<file path="src/rtl/shared_reg_arbiter.sv">
// Round-robin arbiter that time-shares one holding register among N requesters.
// The winner's word and index are registered and drained under valid/ready.
module shared_reg_arbiter #(
   parameter  int N     = 4,
   parameter  int WIDTH = 64,
   localparam int IDXW  = $clog2(N)
) (
   input  logic                 clk,
   input  logic                 reset_n,
   input  logic [N-1:0]         req_valid,
   input  logic [N*WIDTH-1:0]   req_data,
   output logic [N-1:0]         req_ready,
   input  logic                 flush,
   output logic                 out_valid,
   output logic [WIDTH-1:0]     out_data,
   output logic [IDXW-1:0]      out_src,
   input  logic                 out_ready
);

   localparam logic [N-1:0]    LANE0    = N'(1);
   localparam logic [IDXW:0]   N_WIDE   = (IDXW+1)'(N);
   localparam logic [IDXW-1:0] LAST_IDX = IDXW'(N - 1);

   logic                 valid_q, valid_d;
   logic [WIDTH-1:0]     data_q,  data_d;
   logic [IDXW-1:0]      src_q,   src_d;
   logic [IDXW-1:0]      ptr_q,   ptr_d;

   logic [WIDTH-1:0]     req_word [N];
   logic [IDXW-1:0]      cand_idx [N];
   logic [N-1:0]         cand_hit;
   logic [IDXW-1:0]      win_idx;
   logic                 any_req;
   logic                 load_en;
   logic                 grant;

   // Offset gi from the pointer names the requester checked at priority gi.
   for (genvar gi = 0; gi < N; gi++) begin : g_lane
      logic [IDXW:0] sum;

      assign req_word[gi] = req_data[gi*WIDTH +: WIDTH];
      assign sum          = {1'b0, ptr_q} + (IDXW+1)'(gi);
      assign cand_idx[gi] = (sum >= N_WIDE) ? IDXW'(sum - N_WIDE) : sum[IDXW-1:0];
      assign cand_hit[gi] = req_valid[cand_idx[gi]];
   end

   always_comb begin
      win_idx = '0;
      any_req = 1'b0;
      for (int k = N - 1; k >= 0; k--) begin
         if (cand_hit[k]) begin
            win_idx = cand_idx[k];
            any_req = 1'b1;
         end
      end
   end

   assign load_en = !flush && (!valid_q || out_ready);
   assign grant   = load_en && any_req;

   assign req_ready = (grant && reset_n) ? (LANE0 << win_idx) : '0;

   always_comb begin
      valid_d = valid_q;
      data_d  = data_q;
      src_d   = src_q;
      ptr_d   = ptr_q;
      if (flush) begin
         valid_d = 1'b0;
      end else if (grant) begin
         valid_d = 1'b1;
         data_d  = req_word[win_idx];
         src_d   = win_idx;
         ptr_d   = (win_idx == LAST_IDX) ? '0 : win_idx + IDXW'(1);
      end else if (load_en) begin
         // Drained (or already empty) with nothing to refill.
         valid_d = 1'b0;
      end
   end

   always_ff @(posedge clk) begin
      if (!reset_n) begin
         valid_q <= 1'b0;
         data_q  <= '0;
         src_q   <= '0;
         ptr_q   <= '0;
      end else begin
         valid_q <= valid_d;
         data_q  <= data_d;
         src_q   <= src_d;
         ptr_q   <= ptr_d;
      end
   end

   assign out_valid = valid_q;
   assign out_data  = data_q;
   assign out_src   = src_q;

endmodule

</file>
<file path="config.mk">
export PLATFORM = sky130hd
export DESIGN_NAME = shared_reg_arbiter
export DESIGN_NICKNAME = d
export VERILOG_FILES = /design/src/rtl/shared_reg_arbiter.sv
export SDC_FILE = /design/constraint.sdc
export NUM_CORES = 1
export LEC_CHECK = 0
export BUFFER_PORTS_ARGS = -buffer_cell sky130_fd_sc_hd__buf_2
export CORE_MARGIN = 10
export CORE_UTILIZATION = 37
export CTS_BUF_LIST = sky130_fd_sc_hd__clkbuf_4 sky130_fd_sc_hd__clkbuf_8 sky130_fd_sc_hd__clkbuf_16
export CTS_CLUSTER_DIAMETER = 120
export CTS_CLUSTER_SIZE = 28
export DETAILED_ROUTE_END_ITERATION = 10
export GPL_ROUTABILITY_DRIVEN = 0
export PLACE_DENSITY = 0.77
export SETUP_SLACK_MARGIN = 0.05
export SYNTH_ARGS = -nofsm -noshare
export SYNTH_HDL_FRONTEND = slang
export SYNTH_SLANG_ARGS = --single-unit
export TNS_END_PERCENT = 10
</file>
<file path="constraint.sdc">
create_clock -name clk -period 2.1 [get_ports clk]
set_clock_uncertainty 0.15 [all_clocks]
set_input_delay 0.21 -clock clk [delete_from_list [all_inputs] [get_ports clk]]
set_output_delay 0.21 -clock clk [all_outputs]
set_load 0.03 [all_outputs]
</file>
**Word-level counts from Yosys, hierarchy flattened**

Cells that the tools add are included.

- Equal/unequal tests: 1
- Multiplexer cells: 27
- Shift operators: 1
- Bitwise gates (word level): 3
- Reduce and logical (&&, ||, !) cells: 9
- Add/subtract/negate cells: 8
- Order comparisons: 9

Operators by type and width:

| cell | number |
|---|---|
| binary-select mux 64 bit (select 2 bit) | 1 |
| 2-to-1 mux 64 bit | 2 |
| 2-to-1 mux 2 bit | 9 |
| >= comparator 3 bit, second input constant | 4 |
| less-than comparator 2 x 3 -> 1 bit, second input constant | 4 |
| 2-to-1 mux 1 bit | 10 |
| binary-select mux 1 bit (select 2 bit) | 4 |
| subtractor 2 x 1 -> 2 bit, second input constant | 4 |
| adder 2 x 2 -> 3 bit, second input constant | 2 |
| 2-to-1 mux 4 bit | 1 |
| << shifter 1 x 2 -> 4 bit, first input constant | 1 |
| adder 2 x 1 -> 3 bit, second input constant | 1 |
| >= comparator 2 x 3 -> 1 bit, second input constant | 1 |
| logical AND 1 bit | 3 |
| NOT 2 -> 3 bit | 1 |
| adder 2 x 1 -> 2 bit, second input constant | 1 |
| == test 2 bit, second input constant | 1 |
| logical NOT 1 bit | 2 |
| NOT 1 bit | 2 |
| AND reduction 2 bit | 1 |
| nonzero test 2 bit | 1 |
| OR reduction 2 bit | 1 |
| logical OR 1 bit | 1 |

- Word-level logic and storage cells: 62
- Output and inout bits: 71
- Input bits: 264
- Bits in registers: 69

**Logic depth before layout (Yosys ltp)**

Gate-level depths: netlist (run 1).

- Depth after elaboration: 13
- Mapped depth: 9
- Gate-level depth less buffers: 7

**Least setup slack after synthesis (run 1)**

Ideal clock, no wire load.

- Path type: reg-to-output
- From: register ptr_q[0]
- To: output port req_ready[1]
- Buffers on the path: 3
- Required time: 1,740 ps
- Setup slack: -215 ps
- Cell stages (with the launch flop): 9
- Data arrival time: 1,955 ps
- Path through: dfxtp_1 -> nor2b_1 -> or4b_1 -> buf_2 -> nand2_2 -> buf_4 -> nand2_1 -> buf_2 -> nor2_1

- Cells in the longest elaborated chain, start to end: 12
- Elaborated cells between the ends (all ways): 35
- Those cells by class: add/sub (7); order compare (4); shift (1); mux (21); reduce/logical (2)

Ends and longest elaborated chain:

| what | line | text |
|---|---|---|
| start, declared | 27 | `logic [IDXW-1:0] ptr_q, ptr_d;` |
| start signal, assigned | 91 | `ptr_q <= ptr_d;` |
| adder 2 x 2 -> 3 bit | 42 | `assign sum = {1'b0, ptr_q} + (IDXW+1)'(gi);` |
| >= comparator 3 bit or subtractor 2 x 1 -> 2 bit (tied branches) | 43 | `assign cand_idx[gi] = (sum >= N_WIDE) ? IDXW'(sum - N_WIDE) : sum[IDXW-1:0];` |
| 2-to-1 mux 2 bit | 43 |  |
| binary-select mux 1 bit (select 2 bit) | 44 | `assign cand_hit[gi] = req_valid[cand_idx[gi]];` |
| 2-to-1 mux 1 bit (implied by the code) | 44 |  |
| 2-to-1 mux 1 bit (4 in a row) | 51 | `if (cand_hit[k]) begin` |
| logical AND 1 bit | 59 | `assign grant = load_en && any_req;` |
| logical AND 1 bit | 61 | `assign req_ready = (grant && reset_n) ? (LANE0 << win_idx) : '0;` |
| 2-to-1 mux 4 bit (*) | 61 |  |
| end, declared | 12 | `output logic [N-1:0] req_ready,` |

Mark *: on every way between the ends. The rest lies on a longest branch, timed or not. The select of a mux whose other input is x is not followed.

**Final worst setup path (run 1)**

- From: register ptr_q[0]
- To: output port req_ready[3]

Same word-level chain as after synthesis.

==> qor.json, run 1 <==
{
  "drtAntennaViolNets": 0,
  "grt_use_met3_pct": 9.67,
  "footprint_of_the_multi_input_gates_um2": 3030,
  "cts_root_buf": "sky130_fd_sc_hd__clkbuf_16",
  "relative_slew_slack_pct": 65.8,
  "power.switching_fraction_pct": 36.7,
  "timing.final.max_slew_violations": 0,
  "path_class": "reg2out",
  "worst_r2r_endpoint": "out_data[3]",
  "drt_iter0_drc": 443,
  "worstPathArrival_ns": 1.80,
  "timing.final.crit_share_pct": 103,
  "globalRoute.busiestLayer": "met2",
  "startpoint_types": "register",
  "post_synth.cell_area_avg_um2": 7.97,
  "sequential_cell_area_um2": 1380,
  "clock_sinks": 69,
  "worstHoldPathType": "in2reg",
  "worst_reg2reg_path_depth": 7,
  "portBuffers": 334,
  "grt_first_pass_wirelength_mm": 32.5,
  "tns_ns": -0.0950,
  "core.rowCount": 39,
  "ys_ff_latch": 69,
  "yosysTopAreaCellShare_pct": 31.2,
  "failed_checks": "setup timing",
  "worst_skew_pair_latency_ns": 0.34,
  "cts.clk_slew.worst_paths_ns": 0.06,
  "finalHoldViolations": 0,
  "synth_top_flop_cell": "sky130_fd_sc_hd__dfxtp_1",
  "post_synth_most_frequent_cells": "sky130_fd_sc_hd__and3_1, sky130_fd_sc_hd__a211oi_1, sky130_fd_sc_hd__dfxtp_1, sky130_fd_sc_hd__nand2_1, sky130_fd_sc_hd__o31ai_1",
  "max_cap_viol": 0,
  "globalRouteMet2Util_pct": 41.4,
  "pwr_density_cell_nw_per_um2": 735,
  "power_frac_seq_pct": 29.1,
  "worst_ir_drop_vdd_uv": 568,
  "power.static_leakage_nw": 3.51,
  "num_io_pins": 335,
  "finalWirelength_mm": 22.0,
  "synth-edff-count": 0,
  "count_of_unique_library_cells_instantiated_by_yosys": 34,
  "place.detailed.instances": 1004,
  "critical_path.endpoint_type": "output pin",
  "route.vias.total": 5904,
  "avgRoutedWirePerCell_um": 21.2,
  "ys_async_sr_fraction_pct": 0,
  "comb_power_share_pct": 43.1,
  "detail_route.first_pass.iterations": 5,
  "cts-htree-levels": 3,
  "max_freq_mhz": 463,
  "first_global_vias": 5940,
  "full_die_area_um2": 16700,
  "crit-reg2reg-launch": "ptr_q[0]",
  "layout_min_cycle_time_ns": 2.16,
  "die-height_um": 129,
  "met1_usage_pct": 26.9,
  "internal_dissipation_mw": 3.38,
  "die_width_um": 129,
  "cts_buf_count": 9,
  "drive_above_1_share_pct": 51.9,
  "initial_antenna_violation_count": 4,
  "sequential_cell_area_fraction_in_the_yosys_report_pct": 31.2,
  "drt_drc_violations_left": 0,
  "crit_path_end": "req_ready[3]",
  "vias_per_cell": 5.67,
  "mappedNetlistArea_um2": 4430,
  "coreArea_um2": 11600,
  "utilization_pct": 62.8,
  "synthCells": 556,
  "final_setup_violations": 2,
  "crit_path_start": "ptr_q[0]",
  "ctsLongestPathBuffers": 2,
  "worstPathRequired_ns": 1.74,
  "power.clock.fraction_pct": 27.8,
  "final_cells": 1041,
  "synth_most_common_cell": "sky130_fd_sc_hd__and3_1",
  "layout_setup_ws_ns": -0.0605,
  "half_perimeter_wire_length_after_detailed_placement_mm": 15.7,
  "grt_max_degree": 45,
  "total_switching_power_mw": 1.96,
  "tritoncts_clock_tree": "built",
  "grt_usage_pct": 24.4,
  "synth.largest_area_cell": "sky130_fd_sc_hd__dfxtp_1",
  "setup_repair_after_global_routing_missed_its_margin": "true",
  "syn-num-nets": 821,
  "run_status": "complete, but fails checks",
  "syn_to_final_growth_pct": 63.9,
  "max_slew.worst_pin.slew_ns": 0.508,
  "nNetsFinal": 1154,
  "initial_utilization_pct": 38.3,
  "synth.area.top_cells": "sky130_fd_sc_hd__dfxtp_1, sky130_fd_sc_hd__a211oi_1, sky130_fd_sc_hd__and3_1",
  "fill_cells": 1009,
  "worst-path-max-fanout": 5,
  "synth_warnings": 0,
  "timing.reg2reg.setup_slack_ns": 0.01,
  "globalRouteOverflowTotal": 0
}
==> state kept, by name (all words and copies together) (netlist names) <==
register	count
ptr_q	2
out_valid	1
out_src	2
out_data	64
==> layout by cell type, fill, tap and decap left out, types with 2 or more instances in the layout <==
cell type                   synthesis  final
sky130_fd_sc_hd__nand2_4            0      2
sky130_fd_sc_hd__bufbuf_16          0      3
sky130_fd_sc_hd__buf_4              5     31
sky130_fd_sc_hd__mux2i_1           25     25
sky130_fd_sc_hd__and3_1            84     83
sky130_fd_sc_hd__a21o_1            22     22
sky130_fd_sc_hd__o21ai_0           23     23
sky130_fd_sc_hd__buf_6              1      7
sky130_fd_sc_hd__buf_12             0     11
sky130_fd_sc_hd__nand2_1           67     66
sky130_fd_sc_hd__clkbuf_16          0     11
sky130_fd_sc_hd__clkbuf_4           0      4
sky130_fd_sc_hd__dfxtp_1           69     67
sky130_fd_sc_hd__a211oi_2           5     43
sky130_fd_sc_hd__buf_2             18    330
sky130_fd_sc_hd__o31ai_1           42     42
sky130_fd_sc_hd__a211oi_1          80     42
sky130_fd_sc_hd__diode_2            0      4
sky130_fd_sc_hd__dfxtp_2            0      2
sky130_fd_sc_hd__clkbuf_8           0      2
sky130_fd_sc_hd__nor2_4             0      3
sky130_fd_sc_hd__o211ai_1          22     22
sky130_fd_sc_hd__nand3_1           22     22
sky130_fd_sc_hd__nor2b_1            9      7
==> area by class of cell <==
class,instances,area share [%]
multi-input combinational,421,41.7
timing repair buffer,386,32.5
antenna,4,0.138
tap,143,2.46
sequential,69,19.1
clock inverter,1,0.0689
clock buffer,15,3.90
inverter,2,0.172
==> layer usage <==
| metal | vias to the layer above | wire length (µm) |
|---|---|---|
| li1 | 2788 | - |
| met1 | 2698 | 8040 |
| met2 | 362 | 10700 |
| met3 | 56 | 2600 |
| met4 | 0 | 651 |
| met5 | - | 0 |
==> through the flow <==
| stage | worst slack, ns | hold slack [ns] | power, mW | area, µm² |
|---|---|---|---|---|
| after floorplan | -0.0290 | 0.188 | 2.81 | 4440 |
| after global placement | -0.211 | 0.279 | 3.54 | 6410 |
| after detailed placement | -0.245 | 0.284 | 3.56 | 6410 |
| after CTS | -0.0576 | 0.00566 | 5.29 | 7160 |
| after global routing | -0.106 | 0.0273 | 5.60 | 7250 |
| final | -0.0605 | 0.0223 | 5.34 | 7260 |
==> power by group through the flow <==
stage	sequential, mW	combinational [mW]	clock (mW)
after floorplan	1.89	0.920	0
after global placement	1.57	1.97	0
after detailed placement	1.58	1.99	0
after CTS	1.55	2.22	1.51
after global routing	1.57	2.45	1.57
final	1.56	2.30	1.48
==> worst max-delay path, cell delays in order (launching register included) <==
cell and delay, ns:
sky130_fd_sc_hd__dfxtp_2 0.34, sky130_fd_sc_hd__nor2b_2 0.05, sky130_fd_sc_hd__or4b_4 0.55, sky130_fd_sc_hd__nand2_4 0.12
sky130_fd_sc_hd__ha_4 0.14, sky130_fd_sc_hd__and2_4 0.13, sky130_fd_sc_hd__buf_6 0.13
==> timing repair <==
item	in CTS	in global routing
setup buffers	10	1
hold buffers	1	0
gates cloned	4	3
gates resized for setup	58	12
endpoints found under the hold margin	3	0
pin swaps	7	8
endpoints found under the setup margin	68	46
==> how the worst min path moves through the flow <==
stage	startpoint	to	slack (ns)	depth (start not counted)
4_1_cts	out_ready	out_valid	0.006	4
3_5_place_dp	out_data[43]	out_data[43]	0.28	2
2_1_floorplan	reset_n	out_src[0]	0.19	1
5_1_grt	req_data[72]	out_data[8]	0.03	3
3_3_place_gp	out_data[58]	out_data[58]	0.28	2
6_report	req_data[84]	out_data[20]	0.02	3
==> cells by family after synthesis <==
family	Yosys count	synth area share (%)
AOI/OAI and AO/OA	198	32.9
DFF	69	31.2
and+or+nand+nor	197	23.3
muxes	25	5.65
buffers and inverters	66	6.70
adders and majority gates	1	0.282
Note: power is estimated with default switching activity, not from simulation.
==> inputs of run 2 (changes only) <==
BUFFER_PORTS_ARGS = default   (was -buffer_cell sky130_fd_sc_hd__buf_2)
CORE_AREA = 10 10 122 124   (was default)
CORE_MARGIN = default   (was 10)
CORE_UTILIZATION = default   (was 37)
DIE_AREA = 0 0 132 134   (was default)
DONT_BUFFER_PORTS = 1   (was default)
PLACE_DENSITY = 0.5   (was 0.77)
==> run 2 against run 1 <==
Compared with the run above: the run ends with hold timing, setup timing left; power fell by 2.6%; first-iteration DRC count fell by 23%; global-route usage fell by 0.43 points; register-to-register slack got worse by 0.06 ns; final area fell by 5.5%; die area rose by 5.6%; hold slack got worse by 0.029 ns; count of clock-buffer cells in the layout did not move; non-clock buffer count fell by 211; critical endpoint unchanged.
==> qor.json, run 2 (same netlist as run 1, synthesis figures left out) <==
{
  "max_cap_viol": 0,
  "tritoncts_clock_tree": "built",
  "ctsLongestPathBuffers": 2,
  "max_freq_mhz": 457,
  "cts_root_buf": "sky130_fd_sc_hd__clkbuf_16",
  "coreArea_um2": 12500,
  "met2_routed_wirelength_mm": 11.5,
  "worst_reg2reg_path_depth": 6,
  "max_slew.worst_pin.slew_ns": 0.812,
  "die_width_um": 132,
  "most_frequent_standard_cell_in_the_layout_excluding_fill_and_tap_cells": "sky130_fd_sc_hd__dlygate4sd3_1",
  "half_perimeter_wire_length_after_detailed_placement_mm": 14.5,
  "clock_sinks": 69,
  "initial_utilization_pct": 35.5,
  "cts-htree-levels": 3,
  "met3_wirelength_mm": 2.72,
  "worst-path-max-fanout": 5,
  "route.vias.total": 5306,
  "m1WireLength_mm": 7.96,
  "worstPathArrival_ns": 1.83,
  "grt_first_pass_wirelength_mm": 33.7,
  "power.static_leakage_nw": 2.62,
  "relative_slew_slack_pct": 45.4,
  "crit_path_end": "req_ready[3]",
  "worst_ir_drop_vdd_uv": 513,
  "core.rowCount": 41,
  "portBuffers": 0,
  "first_global_vias": 5652,
  "highest_count_cells_in_the_layout_ignoring_fill_and_taps": "sky130_fd_sc_hd__dlygate4sd3_1, sky130_fd_sc_hd__and3_1, sky130_fd_sc_hd__dfxtp_1, sky130_fd_sc_hd__nand2_1, sky130_fd_sc_hd__a211oi_2",
  "worst_hold_margin_ns": -0.00700,
  "path_class": "reg2out",
  "worstHoldPathType": "in2reg",
  "die-height_um": 134,
  "topRoutingLayerUsed": "met4",
  "hp-start": "req_data[98]",
  "drt_drc_violations_left": 0,
  "drive_above_1_share_pct": 19.8,
  "timing.final.crit_share_pct": 104,
  "startpoint_types": "register",
  "cts.clk_slew.worst_paths_ns": 0.06,
  "syn_to_final_growth_pct": 54.8,
  "drtAntennaViolNets": 0,
  "crit-reg2reg-launch": "ptr_q[1]",
  "vias_per_cell": 6.18,
  "final_setup_violations": 23,
  "drt_iter0_drc": 342,
  "fill_cells": 1087,
  "cts_buf_count": 9,
  "globalRouteOverflowTotal": 0,
  "worst_hold_path.num_cells": 2,
  "layout_min_cycle_time_ns": 2.19,
  "worst_skew_pair_latency_ns": 0.34,
  "initial_antenna_violation_count": 2,
  "full_die_area_um2": 17700,
  "grt_usage_pct": 24.0,
  "failed_checks": "hold timing, setup timing",
  "avgRoutedWirePerCell_um": 26.6,
  "setup_repair_after_global_routing_missed_its_margin": "true",
  "finalHoldViolations": 2,
  "timing.final.max_slew_violations": 0,
  "grt_max_degree": 66,
  "timing.reg2reg.setup_slack_ns": -0.05,
  "utilization_pct": 55.0,
  "critical_path.endpoint_type": "output pin",
  "largest_reg_flops": 64,
  "run_status": "complete, but fails checks",
  "finalWirelength_mm": 22.8,
  "worst_r2r_endpoint": "out_data[27]",
  "nNetsFinal": 943,
  "worstPathRequired_ns": 1.74,
  "num_io_pins": 335,
  "tns_ns": -0.580,
  "detail_route.first_pass.iterations": 5,
  "layout_setup_ws_ns": -0.0883,
  "crit_path_start": "ptr_q[0]",
  "pwr_density_cell_nw_per_um2": 758
}
[run 2: what timing repair did]
action | 4_1_cts | 5_1_grt
pin swaps | 5 | 8
setup endpoints to repair | 70 | 66
gates cloned | 4 | 1
hold endpoints to repair | 64 | 0
resized for setup | 37 | 38
setup buffers | 10 | 1
hold buffers | 125 | 0
[run 2: worst max-delay path, stage by stage (launching register included)]
cell                      delay [ns]
sky130_fd_sc_hd__dfxtp_2        0.34
sky130_fd_sc_hd__nor2b_2        0.05
sky130_fd_sc_hd__or4b_4         0.57
sky130_fd_sc_hd__nand2_4        0.10
sky130_fd_sc_hd__buf_6          0.10
sky130_fd_sc_hd__ha_4           0.12
sky130_fd_sc_hd__and2_4         0.20
[run 2: worst min path at each step]
stage                         to
detailed placement    out_src[1]
global route        out_data[43]
CTS                 out_data[24]
finish              out_data[34]
global placement      out_src[1]
floorplan             out_src[0]
[run 2: report_power, final]
part / leakage (nW) / switching [mW] / total [mW] / internal (mW)
Sequential: 0.569 / 0.447 / 1.92 / 1.48
Clock: 0.148 / 0.576 / 1.49 / 0.916
Combinational: 1.91 / 0.914 / 1.78 / 0.869
[run 2: layer usage]
metal | GRT usage [%] | vias up
met5 | 0 | -
met4 | 10.7 | 0
met2 | 41.6 | 407
li1 | - | 2363
met3 | 8.70 | 47
met1 | 25.7 | 2489
[run 2: area by class of cell]
cell class	instances	area, µm²	area share [%]
Antenna cell	4	10.0	0.146
Tap cell	172	215	3.14
Timing Repair Buffer	175	1890	27.6
Multi-Input combinational cell	421	3060	44.6
Clock buffer	15	283	4.12
Inverter	2	10.0	0.146
Clock inverter	1	5.00	0.0730
Sequential cell	69	1380	20.2
[run 2: per-stage QoR]
step / power (mW) / cell area [µm²] / setup slack, ns / std cells
after global placement: 3.18 / 4770 / -0.113 / 699
after detailed placement: 3.21 / 4770 / -0.120 / 699
after global routing: 5.43 / 6850 / -0.144 / 857
after floorplan: 2.81 / 4440 / -0.0290 / 556
final: 5.20 / 6860 / -0.0883 / 859
after CTS: 5.09 / 6680 / -0.0563 / 854
